===== config.mk =====
export PLATFORM = sky130hd
export DESIGN_NAME = score_hud
export DESIGN_NICKNAME = d
export VERILOG_FILES = /design/src/rtl/score_hud_pkg.sv /design/src/rtl/score_hud_seg7.sv /design/src/rtl/score_hud.sv
export SDC_FILE = /design/constraint.sdc
export NUM_CORES = 1
export LEC_CHECK = 0
export BUFFER_PORTS_ARGS = -buffer_cell sky130_fd_sc_hd__buf_2
export CORE_UTILIZATION = 30
export CTS_CLUSTER_SIZE = 14
export DETAILED_ROUTE_END_ITERATION = 8
export PLACE_DENSITY_LB_ADDON = 0.15
export SKIP_CTS_REPAIR_TIMING = 1
export SLEW_MARGIN = 10
export SYNTH_ARGS = -nofsm -noshare
export SYNTH_HDL_FRONTEND = slang
export SYNTH_HIERARCHICAL = 1
export SYNTH_SLANG_ARGS = --single-unit

===== constraint.sdc =====
create_clock -name clk -period 4.3 [get_ports clk]
set_clock_uncertainty 0.05 [all_clocks]
set_input_delay 1.29 -clock clk [delete_from_list [all_inputs] [get_ports clk]]
set_output_delay 1.29 -clock clk [all_outputs]
set_load 0.02 [all_outputs]

===== src/rtl/score_hud_pkg.sv =====
`default_nettype none
// ============================================================================
// score_hud_pkg
// Shared definitions for the score HUD: converter FSM encoding, digit-cell
// geometry, seven-segment bounds and small combinational helpers.
// Revision: 1.0 - initial release
// ============================================================================
package score_hud_pkg;

   // Converter FSM encoding
   typedef enum logic [1:0] {
      IDLE    = 2'd0,
      CONVERT = 2'd1,
      LATCH   = 2'd2
   } state_t;

   // Double-dabble runs one iteration per score bit
   localparam logic [2:0] LAST_ITER = 3'd7;

   // Digit cell geometry (pixels)
   localparam logic [9:0] CELL_W     = 10'd16;
   localparam logic [9:0] CELL_H     = 10'd24;
   localparam logic [9:0] CELL_PITCH = 10'd20;
   localparam logic [9:0] SEG_T      = 10'd4;

   // Segment bounds in cell-local coordinates
   localparam logic [9:0] SEG_L_X1 = SEG_T - 10'd1;            // f/e: cx 0-3
   localparam logic [9:0] SEG_R_X0 = CELL_W - SEG_T;           // b/c: cx 12-15
   localparam logic [9:0] SEG_A_Y1 = SEG_T - 10'd1;            // a:   cy 0-3
   localparam logic [9:0] SEG_G_Y0 = 10'd10;                   // g:   cy 10-13
   localparam logic [9:0] SEG_G_Y1 = SEG_G_Y0 + SEG_T - 10'd1;
   localparam logic [9:0] SEG_D_Y0 = CELL_H - SEG_T;           // d:   cy 20-23

   // Double-dabble correction: add 3 to any BCD nibble of 5 or more
   function automatic logic [3:0] dabble_adj(input logic [3:0] n);
      return (n >= 4'd5) ? n + 4'd3 : n;
   endfunction

   // Is cell-local pixel (cx, cy) inside a lit segment? Caller guarantees the
   // point already lies inside the cell. seg = {a,b,c,d,e,f,g}.
   function automatic logic seg_lit(input logic [9:0] cx,
                                    input logic [9:0] cy,
                                    input logic [6:0] seg);
      logic left, right, top, mid, bot, upper, lower;
      left  = (cx <= SEG_L_X1);
      right = (cx >= SEG_R_X0);
      top   = (cy <= SEG_A_Y1);
      mid   = (cy >= SEG_G_Y0) && (cy <= SEG_G_Y1);
      bot   = (cy >= SEG_D_Y0);
      upper = (cy <= SEG_G_Y1);
      lower = (cy >= SEG_G_Y0);
      return (seg[6] & top)           |
             (seg[5] & right & upper) |
             (seg[4] & right & lower) |
             (seg[3] & bot)           |
             (seg[2] & left  & lower) |
             (seg[1] & left  & upper) |
             (seg[0] & mid);
   endfunction

endpackage
`default_nettype wire


===== src/rtl/score_hud_seg7.sv =====
`default_nettype none
// ============================================================================
// seg7_decode
// Combinational BCD digit to seven-segment map, output order {a,b,c,d,e,f,g}.
// Non-decimal codes light nothing.
// Revision: 1.0 - initial release
// ============================================================================
module seg7_decode (
   input  logic [3:0] digit,
   output logic [6:0] seg
);

   // Segment pattern lookup
   always_comb begin
      seg = 7'b0000000;
      case (digit)
         4'd0: seg = 7'b1111110;
         4'd1: seg = 7'b0110000;
         4'd2: seg = 7'b1101101;
         4'd3: seg = 7'b1111001;
         4'd4: seg = 7'b0110011;
         4'd5: seg = 7'b1011011;
         4'd6: seg = 7'b1011111;
         4'd7: seg = 7'b1110000;
         4'd8: seg = 7'b1111111;
         4'd9: seg = 7'b1111011;
         default: seg = 7'b0000000;
      endcase
   end

endmodule
`default_nettype wire


===== src/rtl/score_hud.sv =====
`default_nettype none
// ============================================================================
// score_hud
// Once per frame converts the binary score to three BCD digits (serial
// double-dabble) and draws them as seven-segment glyphs at (X0, Y0) with
// leading-zero blanking. pixel_on is registered one cycle behind hpos/vpos.
// Revision: 1.0 - initial release
// ============================================================================
module score_hud #(
   parameter int X0 = 8,
   parameter int Y0 = 8
) (
   input  logic        clk,
   input  logic        rst_n,
   input  logic [7:0]  score,
   input  logic        frame_start,
   input  logic [9:0]  hpos,
   input  logic [9:0]  vpos,
   output logic        pixel_on,
   output logic        busy,
   output logic [11:0] digits
);
   import score_hud_pkg::*;

   localparam logic [9:0] X0_P = 10'(X0);
   localparam logic [9:0] Y0_P = 10'(Y0);

   state_t      state;
   state_t      state_nxt;
   logic [7:0]  shreg;
   logic [11:0] bcd;
   logic [11:0] bcd_adj;
   logic [2:0]  iter;

   assign busy    = (state != IDLE);
   assign bcd_adj = {dabble_adj(bcd[11:8]), dabble_adj(bcd[7:4]), dabble_adj(bcd[3:0])};

   // State register
   always_ff @(posedge clk or negedge rst_n) begin
      if (!rst_n) state <= IDLE;
      else        state <= state_nxt;
   end

   // Next-state logic; frame_start is only honoured from IDLE
   always_comb begin
      state_nxt = state;
      case (state)
         IDLE:    if (frame_start) state_nxt = CONVERT;
         CONVERT: if (iter == LAST_ITER) state_nxt = LATCH;
         LATCH:   state_nxt = IDLE;
         default: state_nxt = IDLE;
      endcase
   end

   // Conversion datapath: capture, correct-then-shift, and publish in LATCH
   always_ff @(posedge clk or negedge rst_n) begin
      if (!rst_n) begin
         shreg  <= 8'd0;
         bcd    <= 12'd0;
         iter   <= 3'd0;
         digits <= 12'd0;
      end else begin
         case (state)
            IDLE: begin
               if (frame_start) begin
                  shreg <= score;
                  bcd   <= 12'd0;
                  iter  <= 3'd0;
               end
            end
            CONVERT: begin
               bcd   <= {bcd_adj[10:0], shreg[7]};
               shreg <= {shreg[6:0], 1'b0};
               iter  <= iter + 3'd1;
            end
            LATCH:   digits <= bcd;
            default: ;
         endcase
      end
   end

   // Pixel geometry: row band shared by all cells, guarded against wrap
   logic [9:0] dy;
   logic       in_y;
   logic [2:0] blank;
   logic [2:0] cell_hit;

   assign dy    = vpos - Y0_P;
   assign in_y  = (vpos >= Y0_P) && (dy < CELL_H);
   assign blank = {1'b0,
                   (digits[11:8] == 4'd0) && (digits[7:4] == 4'd0),
                   (digits[11:8] == 4'd0)};

   generate
      for (genvar k = 0; k < 3; k++) begin : g_cell
         localparam logic [9:0] LEFT = X0_P + 10'(k) * CELL_PITCH;
         logic [9:0] cx;
         logic [6:0] seg;
         logic       in_x;

         assign cx   = hpos - LEFT;
         assign in_x = (hpos >= LEFT) && (cx < CELL_W);

         seg7_decode u_dec (
            .digit (digits[11-4*k -: 4]),
            .seg   (seg)
         );

         assign cell_hit[k] = in_x && in_y && !blank[k] && seg_lit(cx, dy, seg);
      end
   endgenerate

   // Registered foreground output
   always_ff @(posedge clk or negedge rst_n) begin
      if (!rst_n) pixel_on <= 1'b0;
      else        pixel_on <= |cell_hit;
   end

endmodule
`default_nettype wire


# Word level (Yosys, flattened, before mapping)
# Memories as Yosys holds them, arrays and structs flattened.
# Index checks and enable logic that the tools add are counted.
op_classes:
  addsub: 8
  n_lt_le_gt_ge: 21
  n_eq_ne: 5
  muxes: 12
  bitwise: 51
  n_reduce_logical: 24
op_table:
  columns: ["cell", "n"]
  rows:
  - ["$ge 10x4->1 const B", 6]
  - ["$le 10x2->1 const B", 4]
  - ["$lt 10x5->1 const B", 4]
  - ["$and 1x1->1", 33]
  - ["$pmux 12 s2", 1]
  - ["$ge 10x5->1 const B", 2]
  - ["$sub 10x4->10 const B", 2]
  - ["$or 1x1->1", 18]
  - ["$pmux 8 s2", 1]
  - ["$logic_and 1x1->1", 14]
  - ["$ge 4x3->1 const B", 3]
  - ["$mux 12", 1]
  - ["$ge 10x6->1 const B", 1]
  - ["$le 10x4->1 const B", 1]
  - ["$sub 10x5->10 const B", 1]
  - ["$sub 10x6->10 const B", 1]
  - ["$add 4x2->4 const B", 2]
  - ["$logic_not 4->1", 2]
  - ["$mux 4", 2]
  - ["$mux 8", 1]
  - ["$mux 3", 2]
  - ["$pmux 3 s2", 1]
  - ["$mux 2", 2]
  - ["$ne 2x2->1 const B", 2]
  - ["other kinds (11)", 14]
word_totals:
  ff_bits: 38
  mem_bits_ro: 336
  out_inout_bits: 14
  wordCells: 130
  n_memories: 3
memory_table:
  columns: ["name", "words", "word_bits", "rd", "rd_clocked_by_memory_dff", "write_ports", "line", "rtl"]
  rows:
  - ["(no name shown)", 16, 7, 1, 0, 0, "score_hud_seg7.sv:16", "case (digit)"]
  - ["(no name shown)", 16, 7, 1, 0, 0, "score_hud_seg7.sv:16", null]
  - ["(no name shown)", 16, 7, 1, 0, 0, "score_hud_seg7.sv:16", null]

# Logic depth before layout (Yosys ltp)
# Gate-level depths: netlist of run 1.
depth:
  word_depth: 12
  depth_mapped: 9
  ltp_nobuf: 9

# By module
# The synthesis of run 1 kept the hierarchy.
modules_own_cells:
  columns: ["mod", "n_inst", "cells_per_inst", "area_per_inst_um2"]
  rows:
  - ["score_hud", 1, 274, 2444.8]
  - ["seg7_decode at g_cell[1].u_dec ...", 2, 28, 219.0]
  - ["seg7_decode at g_cell[0].u_dec", 1, 28, 220.2]

# Worst setup path before layout of run 1
# Ideal clock, no wire load.
synth_path:
  path_type: "input to register"
  startpoint: "input port vpos[3]"
  endpoint: "register pixel_on"
  setup_time_ns: 0.136
  t_arrival_ns: 3.064
  required_time_ns: 4.114
  setup_slack_ns: 1.050
  cell_stages: 9
  n_path_buf: 0
  cell_sequence: "inv_1 > ha_1 > or2_0 > a211o_1 > a211oi_4 > o21ai_0 > o2bb2ai_1 > o311ai_1 > a31oi_1"
synth_between:
  elab_chain_len: 11
synth_lines:
  columns: ["item", "line", "rtl"]
  rows:
  - ["start: declaration", "score_hud.sv:18", "input logic [9:0] vpos,"]
  - ["$sub 10x4->10", "score_hud.sv:88", "assign dy = vpos - Y0_P;"]
  - ["$le 10x2->1 or $le 10x4->1 (tied branches)", "score_hud_pkg.sv:47, score_hud_pkg.sv:48, score_hud_pkg.sv:50", null]
  - ["$and 1x1->1, on equally long branches", "score_hud_pkg.sv:52, score_hud_pkg.sv:53", null]
  - ["$or 1x1->1", "score_hud_pkg.sv:52", "return (seg[6] & top) |"]
  - ["$or 1x1->1", "score_hud_pkg.sv:53", "(seg[5] & right & upper) |"]
  - ["$or 1x1->1", "score_hud_pkg.sv:54", "(seg[4] & right & lower) |"]
  - ["$or 1x1->1", "score_hud_pkg.sv:55", "(seg[3] & bot) |"]
  - ["$or 1x1->1", "score_hud_pkg.sv:56", "(seg[2] & left & lower) |"]
  - ["$or 1x1->1", "score_hud_pkg.sv:57", "(seg[1] & left & upper) |"]
  - ["$logic_and 1x1->1", "score_hud.sv:109", "assign cell_hit[k] = in_x && in_y && !blank[k] && seg_lit(cx, dy, seg);"]
  - ["$reduce_or 3->1 (*)", "score_hud.sv:116", "else pixel_on <= |cell_hit;"]
  - ["end signal: assignment", "score_hud.sv:116", null]
  - ["end: declaration", "score_hud.sv:19", "output logic pixel_on,"]
# Mark *: on every way between the ends. The rest lies on a longest branch, timed or not.
# A chain may end at the register's enable or synchronous reset.

# Final worst setup path of run 1
# Ends and elaborated chain as after synthesis.

==> impl_metrics.json, run 1 <==
{
  "m1WireLength_um": 3550,
  "tightest_slew_ns": 1.01,
  "rsz0062_at_grt": "false",
  "drc_errors": 0,
  "slew_viol_final": 0,
  "syn_to_final_growth_pct": 12.0,
  "drive_above_1_share": 0.185,
  "fp.dieH_um": 104,
  "whs_ns": 0.439,
  "max-cap-violations": 0,
  "antenna_found_initial": 0,
  "yosysUniqueCellTypes": 57,
  "crit_buf_inv": 2,
  "clock_sinks": 38,
  "place_area_um2": 3380,
  "multi_input_area_um2": 1920,
  "period_share": 0.763,
  "area.sequential_um2": 951,
  "worst-path-max-fanout": 8,
  "viasPerCell": 4.99,
  "required_ns": 4.42,
  "start_kind": "input pin",
  "slowest_delay_ns": 0.34,
  "synth-simple-area-share": 0.182,
  "synthTopCellsByArea": "dfrtp_1, ha_1, o21ai_0",
  "yosysMostFrequentCell": "dfrtp_1",
  "critical_path.top_delay_family": "compound AO/OA/AOI/OAI gates",
  "routedWlPerCell_um": 13.4,
  "synthAdderAreaFrac": 0.129,
  "clock_path_buffers": 2,
  "cp_data_arrival_time_ns": 3.40,
  "synth_top_area_frac": 0.306,
  "synth_fp_nets": 421,
  "async_reset_ff_frac": 1.00,
  "max_clock_freq_mhz": 305,
  "synth.yosys.seq_area_share": 0.306,
  "final-setup-viol-count": 0,
  "io-pin-count": 45,
  "final_hold_viol_count": 0,
  "grt_start_max_net_pins": 39,
  "highest_layer": "met4",
  "core_um2": 9910,
  "yosysTopAreaCell": "dfrtp_1",
  "power_uw": 1910,
  "synth_top_family_by_area": "compound AO/OA/AOI/OAI gates",
  "outcome": "complete, no violations",
  "worstSetupEndpointType": "flip-flop",
  "clk_latency_ns": 0.30,
  "syn_avg_cell_area_um2": 8.67,
  "synth-edff-count": 0,
  "rows": 36,
  "synth_warnings": 6,
  "grt_pass1_wl_um": 11800,
  "h-tree-depth": 2,
  "routed-via-count": 2633,
  "setup-tns-final_ns": 0,
  "synth.area.mux_share": 0.0379,
  "place_congestion": 0.929,
  "synth_compound_area_frac": 0.244,
  "met3WireLength_um": 273,
  "insertedDiodeCount": 0,
  "drt-initial-drc-count": 159,
  "die_w_um": 104,
  "clk_pin_slew_ns": 0.08,
  "irDropWorstVdd_v": 0.000258,
  "power_density_nw_per_um2": 551,
  "grt-ovfl-total": 0,
  "synthXorXnorAreaFrac": 0.0254,
  "drt-pass1-iter-count": 4,
  "synthCells": 358,
  "start_util": 0.313,
  "cts_made_buffers": 5,
  "max-slew-margin-rel": 0.327,
  "cts_tree": "built",
  "port_buffers": 44,
  "fillers": 1082,
  "cts-root-buf": "clkbuf_8",
  "first_global_vias": 2439,
  "leakage_uw": 0.00156,
  "wl_um": 7090,
  "crit_slowest_cell": "a211oi_4",
  "wl_met2_um": 3100,
  "yosys_most_used_dff": "dfrtp_1",
  "hold_path_class": "reg2reg",
  "ys_ff_latch": 38,
  "ant_nets": 0,
  "ys_top_cells_by_count": "dfrtp_1, o21ai_0, ha_1",
  "cp_cell_sequence": "buf_2 -> inv_1 -> ha_1 -> or2_0 -> a211o_1 -> a211oi_4 -> o21ai_0 -> o2bb2ai_1 -> o311ai_1 -> a31oi_1",
  "hpwlAfterDp_um": 5170,
  "fin_area_um2": 3470,
  "finalCriticalPeriod_ns": 3.28,
  "criticalPathCategory": "in2reg",
  "syn_area_um2": 3100,
  "design.die.area_um2": 10800,
  "final_nets": 457,
  "track_usage": 0.133
}
[metrics by stage]
step / setup WS [ns] / util / cells
2_1_floorplan: 1.05 / - / 358
3_3_place_gp: 0.757 / 0.341 / 520
3_5_place_dp: 0.710 / 0.341 / 520
4_1_cts: 1.02 / 0.351 / 528
5_1_grt: 0.862 / 0.351 / 528
6_report: 1.02 / 0.351 / 528
[layout make-up]
| cell class | count | area share |
|---|---|---|
| multi-input cells | 272 | 0.552 |
| flip-flops and latches | 38 | 0.274 |
| repair buffers | 45 | 0.0655 |
| well taps | 133 | 0.0479 |
| inverters | 32 | 0.0346 |
| clock buffers | 7 | 0.0248 |
| clock inverters | 1 | 0.00144 |
[state kept, by name, indices dropped and copies added (netlist names)]
name      cells
bcd          12
digits       12
shreg         8
iter          3
state         2
pixel_on      1
[kinds of logic after synthesis]
family | count (synthesis)
XOR/XNOR | 9
buffers and inverters | 48
flip-flops | 38
AND/OR/NAND/NOR | 102
adder cells (fa/ha/maj) | 32
multiplexers | 11
AO/OA/AOI/OAI | 118
[tightest hold or removal path: cells and delay by family, from the launching register on]
kind / cells / cell delay [ns]
simple gates: 1 / 0.05
compound gates: 1 / 0.06
flops: 1 / 0.35
[final timing paths]
kind | from | endpoint | slack (ns) | cells past startpoint
worst max-delay path | vpos[3] | pixel_on | 1.02 | 10
worst min-delay path | shreg[7] | shreg[7] | 0.44 | 2
worst max register to register | digits[5] | pixel_on | 2.30 | 9
worst min register to register | shreg[7] | shreg[7] | 0.44 | 2
max in group asynchronous | rst_n | iter[2] | 2.61 | 1
min in group asynchronous | rst_n | shreg[1] | 1.05 | 1
[power by group]
part / internal (uW) / switching, uW / total [uW] / leakage (uW)
combinational: 429 / 529 / 958 / 0.00102
clock: 130 / 132 / 262 / 0.0000482
sequential: 492 / 203 / 695 / 0.000499
[metal layers]
metal / vias up / global-route usage
met5: - / 0
met4: 0 / 0.0510
met3: 16 / 0.0252
met2: 52 / 0.206
met1: 1218 / 0.182
li1: 1347 / -
[placed cells by master (no fill, tap or decap), types with 3 or more instances in the layout]
master     synthesis  final
o31ai_1            3      3
ha_1              32     32
dfrtp_1           38     38
mux2i_1            5      5
nor3_1             7      7
xnor2_1            6      6
o21ai_0           35     35
a22o_1             3      3
mux2_2             6      6
nor2_1            13     13
buf_2              1     44
a21oi_1           25     25
a22oi_1            7      7
o22ai_1           17     17
a21o_2             3      3
nand3_1            8      8
nand2b_1           7      7
inv_2              3      3
inv_1             29     29
nor4_1             6      6
xor2_1             3      3
nor3b_1            3      3
nor2b_1           10     10
nand2_1           28     28
clkbuf_8           0      6
nand2b_4           3      3
a31oi_1            6      6
o2bb2ai_1          3      3
Note: power is estimated with default switching activity, not from simulation.
==> run 2, diff against run 1 <==
--- a/config.mk
+++ b/config.mk
@@ -5,6 +5,7 @@
 export SDC_FILE = /design/constraint.sdc
 export NUM_CORES = 1
 export LEC_CHECK = 0
+export ABC_AREA = 1
 export BUFFER_PORTS_ARGS = -buffer_cell sky130_fd_sc_hd__buf_2
 export CORE_UTILIZATION = 30
 export CTS_CLUSTER_SIZE = 14
==> constraint.sdc (replaced) <==
create_clock -name clk -period 3.3 [get_ports clk]
set_clock_uncertainty 0.05 [all_clocks]
set_input_delay 0.99 -clock clk [delete_from_list [all_inputs] [get_ports clk]]
set_output_delay 0.99 -clock clk [all_outputs]
set_load 0.02 [all_outputs]
==> run 2 against run 1 <==
  * Flip-flop and latch count unchanged
  * Register-to-register slack got worse by 0.79 ns
  * Sequential share of layout area decreased by 2.0 points
  * Synthesized area increased by 4.4%
  * Final cell count increased by 28%
  * Global-route usage increased by 1.0 points
  * Worst hold slack improved by 0.0078 ns
  * Die area increased by 4.3%
  * First-iteration DRC count decreased by 15%
  * Count of clock-buffer cells in the layout decreased by 2
  * Critical endpoint unchanged
==> impl_metrics.json, run 2 <==
{
  "outcome": "complete, no violations",
  "async_reset_ff_frac": 1.00,
  "combPwrFrac": 0.569,
  "ant_nets": 0,
  "irDropWorstVdd_v": 0.000478,
  "max_clock_freq_mhz": 421,
  "core_um2": 10400,
  "fp.dieH_um": 106,
  "syn_avg_cell_area_um2": 6.58,
  "syn_to_final_growth_pct": 15.8,
  "crit_buf_inv": 2,
  "place_area_um2": 3610,
  "drt-initial-drc-count": 135,
  "synth.yosys.seq_area_share": 0.294,
  "wl_um": 7520,
  "worstSetupEndpointType": "flip-flop",
  "final-setup-viol-count": 0,
  "drc_errors": 0,
  "synthCells": 492,
  "hpwlAfterDp_um": 5950,
  "io-pin-count": 45,
  "clock_path_buffers": 2,
  "viasPerCell": 4.56,
  "rows": 37,
  "clkPwrFrac": 0.146,
  "yosysUniqueCellTypes": 29,
  "critical_path.top_delay_family": "simple AND/OR/NAND/NOR gates",
  "fin_area_um2": 3750,
  "yosysMostFrequentCell": "nand2_1",
  "place_inst": 667,
  "place_congestion": 0.822,
  "yosysTopAreaCell": "dfrtp_1",
  "final_nets": 600,
  "slew_viol_final": 0,
  "cp_data_arrival_time_ns": 2.51,
  "antenna_found_initial": 0,
  "synth-edff-count": 0,
  "start_kind": "input pin",
  "clk_pin_slew_ns": 0.08,
  "drive_above_1_share": 0.173,
  "cts-root-buf": "clkbuf_8",
  "synth_top_area_frac": 0.294,
  "power.switching_uw": 1580,
  "design.die.area_um2": 11200,
  "insertedDiodeCount": 0,
  "syn_area_um2": 3240,
  "die_w_um": 106,
  "power_density_nw_per_um2": 862,
  "switching_share": 0.490,
  "reg.largest.list": "bcd x12, digits x12, shreg x8",
  "cp_cell_sequence": "buf_2 -> inv_2 -> ha_1 -> xor2_1 -> nor2_2 -> nand3_2 -> nor2_2 -> nand2_2 -> nand2_1 -> nand2_1 -> nand2_1 -> nand3_2",
  "sequentialPowerShare": 0.284,
  "power_uw": 3230,
  "first_global_vias": 2980,
  "worst-path-max-fanout": 6,
  "routed-via-count": 3075,
  "final_cell_mix": "nand2_1, inv_1, buf_2",
  "yosys_most_used_dff": "dfrtp_1",
  "drt-pass1-iter-count": 4,
  "leakage_uw": 0.00208,
  "grt-ovfl-total": 0,
  "final_cells": 675,
  "synth_fp_nets": 554,
  "period_share": 0.720,
  "track_usage": 0.143,
  "grt_pass1_wl_um": 13200,
  "ys_ff_latch": 38,
  "slowest_delay_ns": 0.28,
  "ys_top_cells_by_count": "nand2_1, inv_1, o21ai_0",
  "synthTopCellsByArea": "dfrtp_1, nand2_1, ha_1",
  "finalCriticalPeriod_ns": 2.38,
  "rsz0062_at_grt": "false",
  "clk_latency_ns": 0.29,
  "final_hold_viol_count": 0,
  "cts_made_buffers": 5,
  "required_ns": 3.43,
  "setup-tns-final_ns": 0,
  "criticalPathCategory": "in2reg",
  "clock_sinks": 38,
  "hold_path_class": "reg2reg",
  "crit_slowest_cell": "ha_1",
  "cts_tree": "built",
  "routedWlPerCell_um": 11.1,
  "p_int_uw": 1650,
  "timing.critical_path.mode_cell": "nand2_1",
  "max-slew-margin-rel": 0.444,
  "max-cap-violations": 0,
  "tightest_slew_ns": 0.834,
  "port_buffers": 44,
  "layout_commonest_cell": "nand2_1",
  "h-tree-depth": 2,
  "grt_start_max_net_pins": 39,
  "start_util": 0.311,
  "synth_warnings": 6
}
run 2: metrics by stage:
step | setup WS (ns) | hold slack (ns) | utilization
final | 0.923 | 0.447 | 0.360
after global routing | 0.718 | 0.469 | 0.360
after detailed placement | 0.610 | 0.442 | 0.347
after global placement | 0.659 | 0.418 | 0.347
after CTS | 0.923 | 0.454 | 0.360
after floorplan | 0.940 | 0.400 | -
run 2: worst paths after layout:
kind / startpoint / end / slack (ns) / cells past startpoint
setup / recovery: vpos[3] / pixel_on / 0.92 / 12
min in group asynchronous: rst_n / shreg[0] / 0.75 / 1
max in group asynchronous: rst_n / digits[7] / 1.93 / 1
hold reg to reg: iter[0] / iter[0] / 0.45 / 1
setup reg to reg: digits[1] / pixel_on / 1.51 / 13
hold / removal: iter[0] / iter[0] / 0.45 / 1
run 2: cells by family (layout without fill, tap and decap cells):
group                    count (synthesis)  in the layout  share of synthesized area
AO/OA/AOI/OAI                           65             65                      0.109
XOR/XNOR                                 3              3                    0.00812
adder cells (fa/ha/maj)                 31             31                      0.120
buffers and inverters                   85            132                     0.0997
flip-flops                              38             38                      0.294
AND/OR/NAND/NOR                        270            270                      0.370
run 2: worst register-to-register path, delay by kind of cell, from the launching register on:
family                   cells  cell delay [ns]
adder cells (fa/ha/maj)      1             0.30
buffers and inverters        1             0.15
flip-flops                   1             0.47
AND/OR/NAND/NOR             11             0.71
run 2: power by group through the flow:
stage | registers (uW) | clock network, uW | logic, uW
3_3_place_gp | 925 | 0 | 1840
2_1_floorplan | 944 | 0 | 1340
5_1_grt | 957 | 503 | 2170
4_1_cts | 924 | 485 | 1870
3_5_place_dp | 932 | 0 | 1860
6_report | 919 | 473 | 1840
run 2: layout make-up:
type	count	area, um^2
Clock buffer	5	68.8
Clock inverter	3	68.8
Timing Repair Buffer	46	235
Multi-Input combinational cell	369	1960
Sequential cell	38	951
Tap cell	136	170
Fill cell	1148	6670
Inverter	78	293
run 2: routing by layer:
layer,track usage,share of wire,vias up
li1,-,-,1636
met3,0.0233,0.031,9
met4,0.0427,0.016,0
met1,0.180,0.49,1388
met5,0,0,-
met2,0.250,0.47,42
==> run 3, diff against run 2 <==
--- a/config.mk
+++ b/config.mk
@@ -5,7 +5,7 @@
 export SDC_FILE = /design/constraint.sdc
 export NUM_CORES = 1
 export LEC_CHECK = 0
-export ABC_AREA = 1
+export ABC_AREA = 0
 export BUFFER_PORTS_ARGS = -buffer_cell sky130_fd_sc_hd__buf_2
 export CORE_UTILIZATION = 30
 export CTS_CLUSTER_SIZE = 14
==> constraint.sdc (replaced) <==
create_clock -name clk -period 2.09 [get_ports clk]
set_clock_uncertainty 0.05 [all_clocks]
set_input_delay 0.627 -clock clk [delete_from_list [all_inputs] [get_ports clk]]
set_output_delay 0.627 -clock clk [all_outputs]
set_load 0.02 [all_outputs]
==> run 3 against run 2 <==
  * Wire length grew 4.1%
  * Critical endpoint unchanged
  * Combinational power grew 20%
  * Register-to-register slack lost 1.3 ns
  * Final cell count shrank 16%
  * Worst hold slack lost 0.20 ns
  * Highest routed layer unchanged
  * Cell area grew 3.4%
  * Clock power grew 30%
  * Flip-flop and latch count is the same
  * Largest cell class unchanged
  * The run now ends with setup timing left
  * Global-route usage grew 0.14 points
  * First-iteration DRC count shrank 5.2%
==> impl_metrics.json, run 3 (synthesized netlist as in run 1, its figures left out) <==
{
  "routed-via-count": 2785,
  "insertedDiodeCount": 0,
  "drt-initial-drc-count": 128,
  "reg2reg_depth": 8,
  "clock_path_buffers": 2,
  "final_hold_viol_count": 0,
  "drc_errors": 0,
  "place_congestion": 0.881,
  "tightest_slew_ns": 0.589,
  "criticalPathCategory": "in2reg",
  "die_w_um": 104,
  "leakage_uw": 0.00178,
  "start_kind": "input pin",
  "worst-path-max-fanout": 6,
  "grt-ovfl-total": 0,
  "core_um2": 9910,
  "slew_viol_final": 0,
  "max_clock_freq_mhz": 417,
  "final_cell_mix": "buf_2, buf_4, dfrtp_1",
  "h-tree-depth": 2,
  "hold_path_class": "in2async",
  "rsz0062_at_grt": "true",
  "drive_above_1_share": 0.282,
  "period_share": 1.15,
  "cts_made_buffers": 5,
  "antenna_found_initial": 0,
  "grt_start_max_net_pins": 39,
  "cts-root-buf": "clkbuf_8",
  "setup_slack_ns": -0.306,
  "crit_end": "pixel_on",
  "viasPerCell": 4.89,
  "irDropWorstVdd_v": 0.000527,
  "clock_sinks": 38,
  "worstSetupEndpointType": "flip-flop",
  "clk_latency_ns": 0.28,
  "power_density_nw_per_um2": 1080,
  "final_util": 0.391,
  "r2r_slack_ns": 0.21,
  "design.die.area_um2": 10800,
  "start_util": 0.313,
  "layout_commonest_cell": "buf_2",
  "syn_to_final_growth_pct": 25.0,
  "drt-pass1-iter-count": 4,
  "cp_data_arrival_time_ns": 2.51,
  "max-slew-margin-rel": 0.607,
  "clk_pin_slew_ns": 0.08,
  "max-cap-violations": 0,
  "track_usage": 0.145,
  "wl_um": 7830,
  "reg.largest.list": "bcd x12, digits x12, shreg x8",
  "final_nets": 498,
  "grt_pass1_wl_um": 13000,
  "routedWlPerCell_um": 13.8,
  "crit_path_start": "vpos[4]",
  "r2r-start": "digits[1]",
  "first_global_vias": 2751,
  "hpwlAfterDp_um": 5790,
  "final-setup-viol-count": 1,
  "setup-tns-final_ns": -0.306,
  "cts_tree": "built",
  "fp.dieH_um": 104,
  "rows": 36,
  "violations": "setup timing",
  "required_ns": 2.20,
  "finalCriticalPeriod_ns": 2.40,
  "port_buffers": 44,
  "outcome": "finished, violations left",
  "io-pin-count": 45,
  "reg2reg_to": "pixel_on",
  "ant_nets": 0
}
## run 3: area by class of cell
class | instances | area, um^2
Clock buffer | 7 | 76.3
Clock inverter | 1 | 30.0
Fill cell | 1000 | 6030
Inverter | 32 | 125
Multi-Input combinational cell | 272 | 1960
Sequential cell | 38 | 951
Tap cell | 133 | 166
Timing Repair Buffer | 86 | 568
## run 3: per-layer routing
metal,global-route usage,part of all wire,wire (um),vias up
met5,0,0,0,-
met4,0.0327,0.012,97,0
met3,0.0214,0.027,212,8
met2,0.250,0.49,3810,46
met1,0.190,0.47,3720,1299
li1,-,-,-,1432
## run 3: critical path, stage by stage
cell      delay (ns)
buf_8           0.08
inv_4           0.04
ha_4            0.15
or2_0           0.21
a211o_1         0.33
a211oi_4        0.36
and3_4          0.27
a31oi_1         0.04
o311ai_1        0.28
a31oi_1         0.12
## run 3: metrics by stage
stage / power, uW / hold slack, ns / std cells / instance area (um^2) / worst slack [ns]
after floorplan: 2930 / 0.281 / 358 / 3110 / -0.438
after CTS: 4230 / 0.251 / 566 / 3800 / -0.324
after global routing: 4600 / 0.263 / 569 / 3880 / -0.459
final: 4190 / 0.245 / 569 / 3880 / -0.306
after detailed placement: 3580 / 0.423 / 558 / 3690 / -0.621
after global placement: 3560 / 0.423 / 558 / 3690 / -0.514
## run 3: worst min path at each step
stage	from	end	slack (ns)
after global placement	shreg[7]	shreg[7]	0.42
after detailed placement	shreg[7]	shreg[7]	0.42
after floorplan	rst_n	bcd[0]	0.28
after global routing	rst_n	shreg[0]	0.26
final	rst_n	shreg[0]	0.25
after CTS	rst_n	shreg[0]	0.25
## run 3: power breakdown
| group | switching [uW] | internal [uW] |
|---|---|---|
| Clock | 259 | 357 |
| Combinational | 1210 | 994 |
| Sequential | 356 | 1010 |
| Total | 1820 | 2370 |
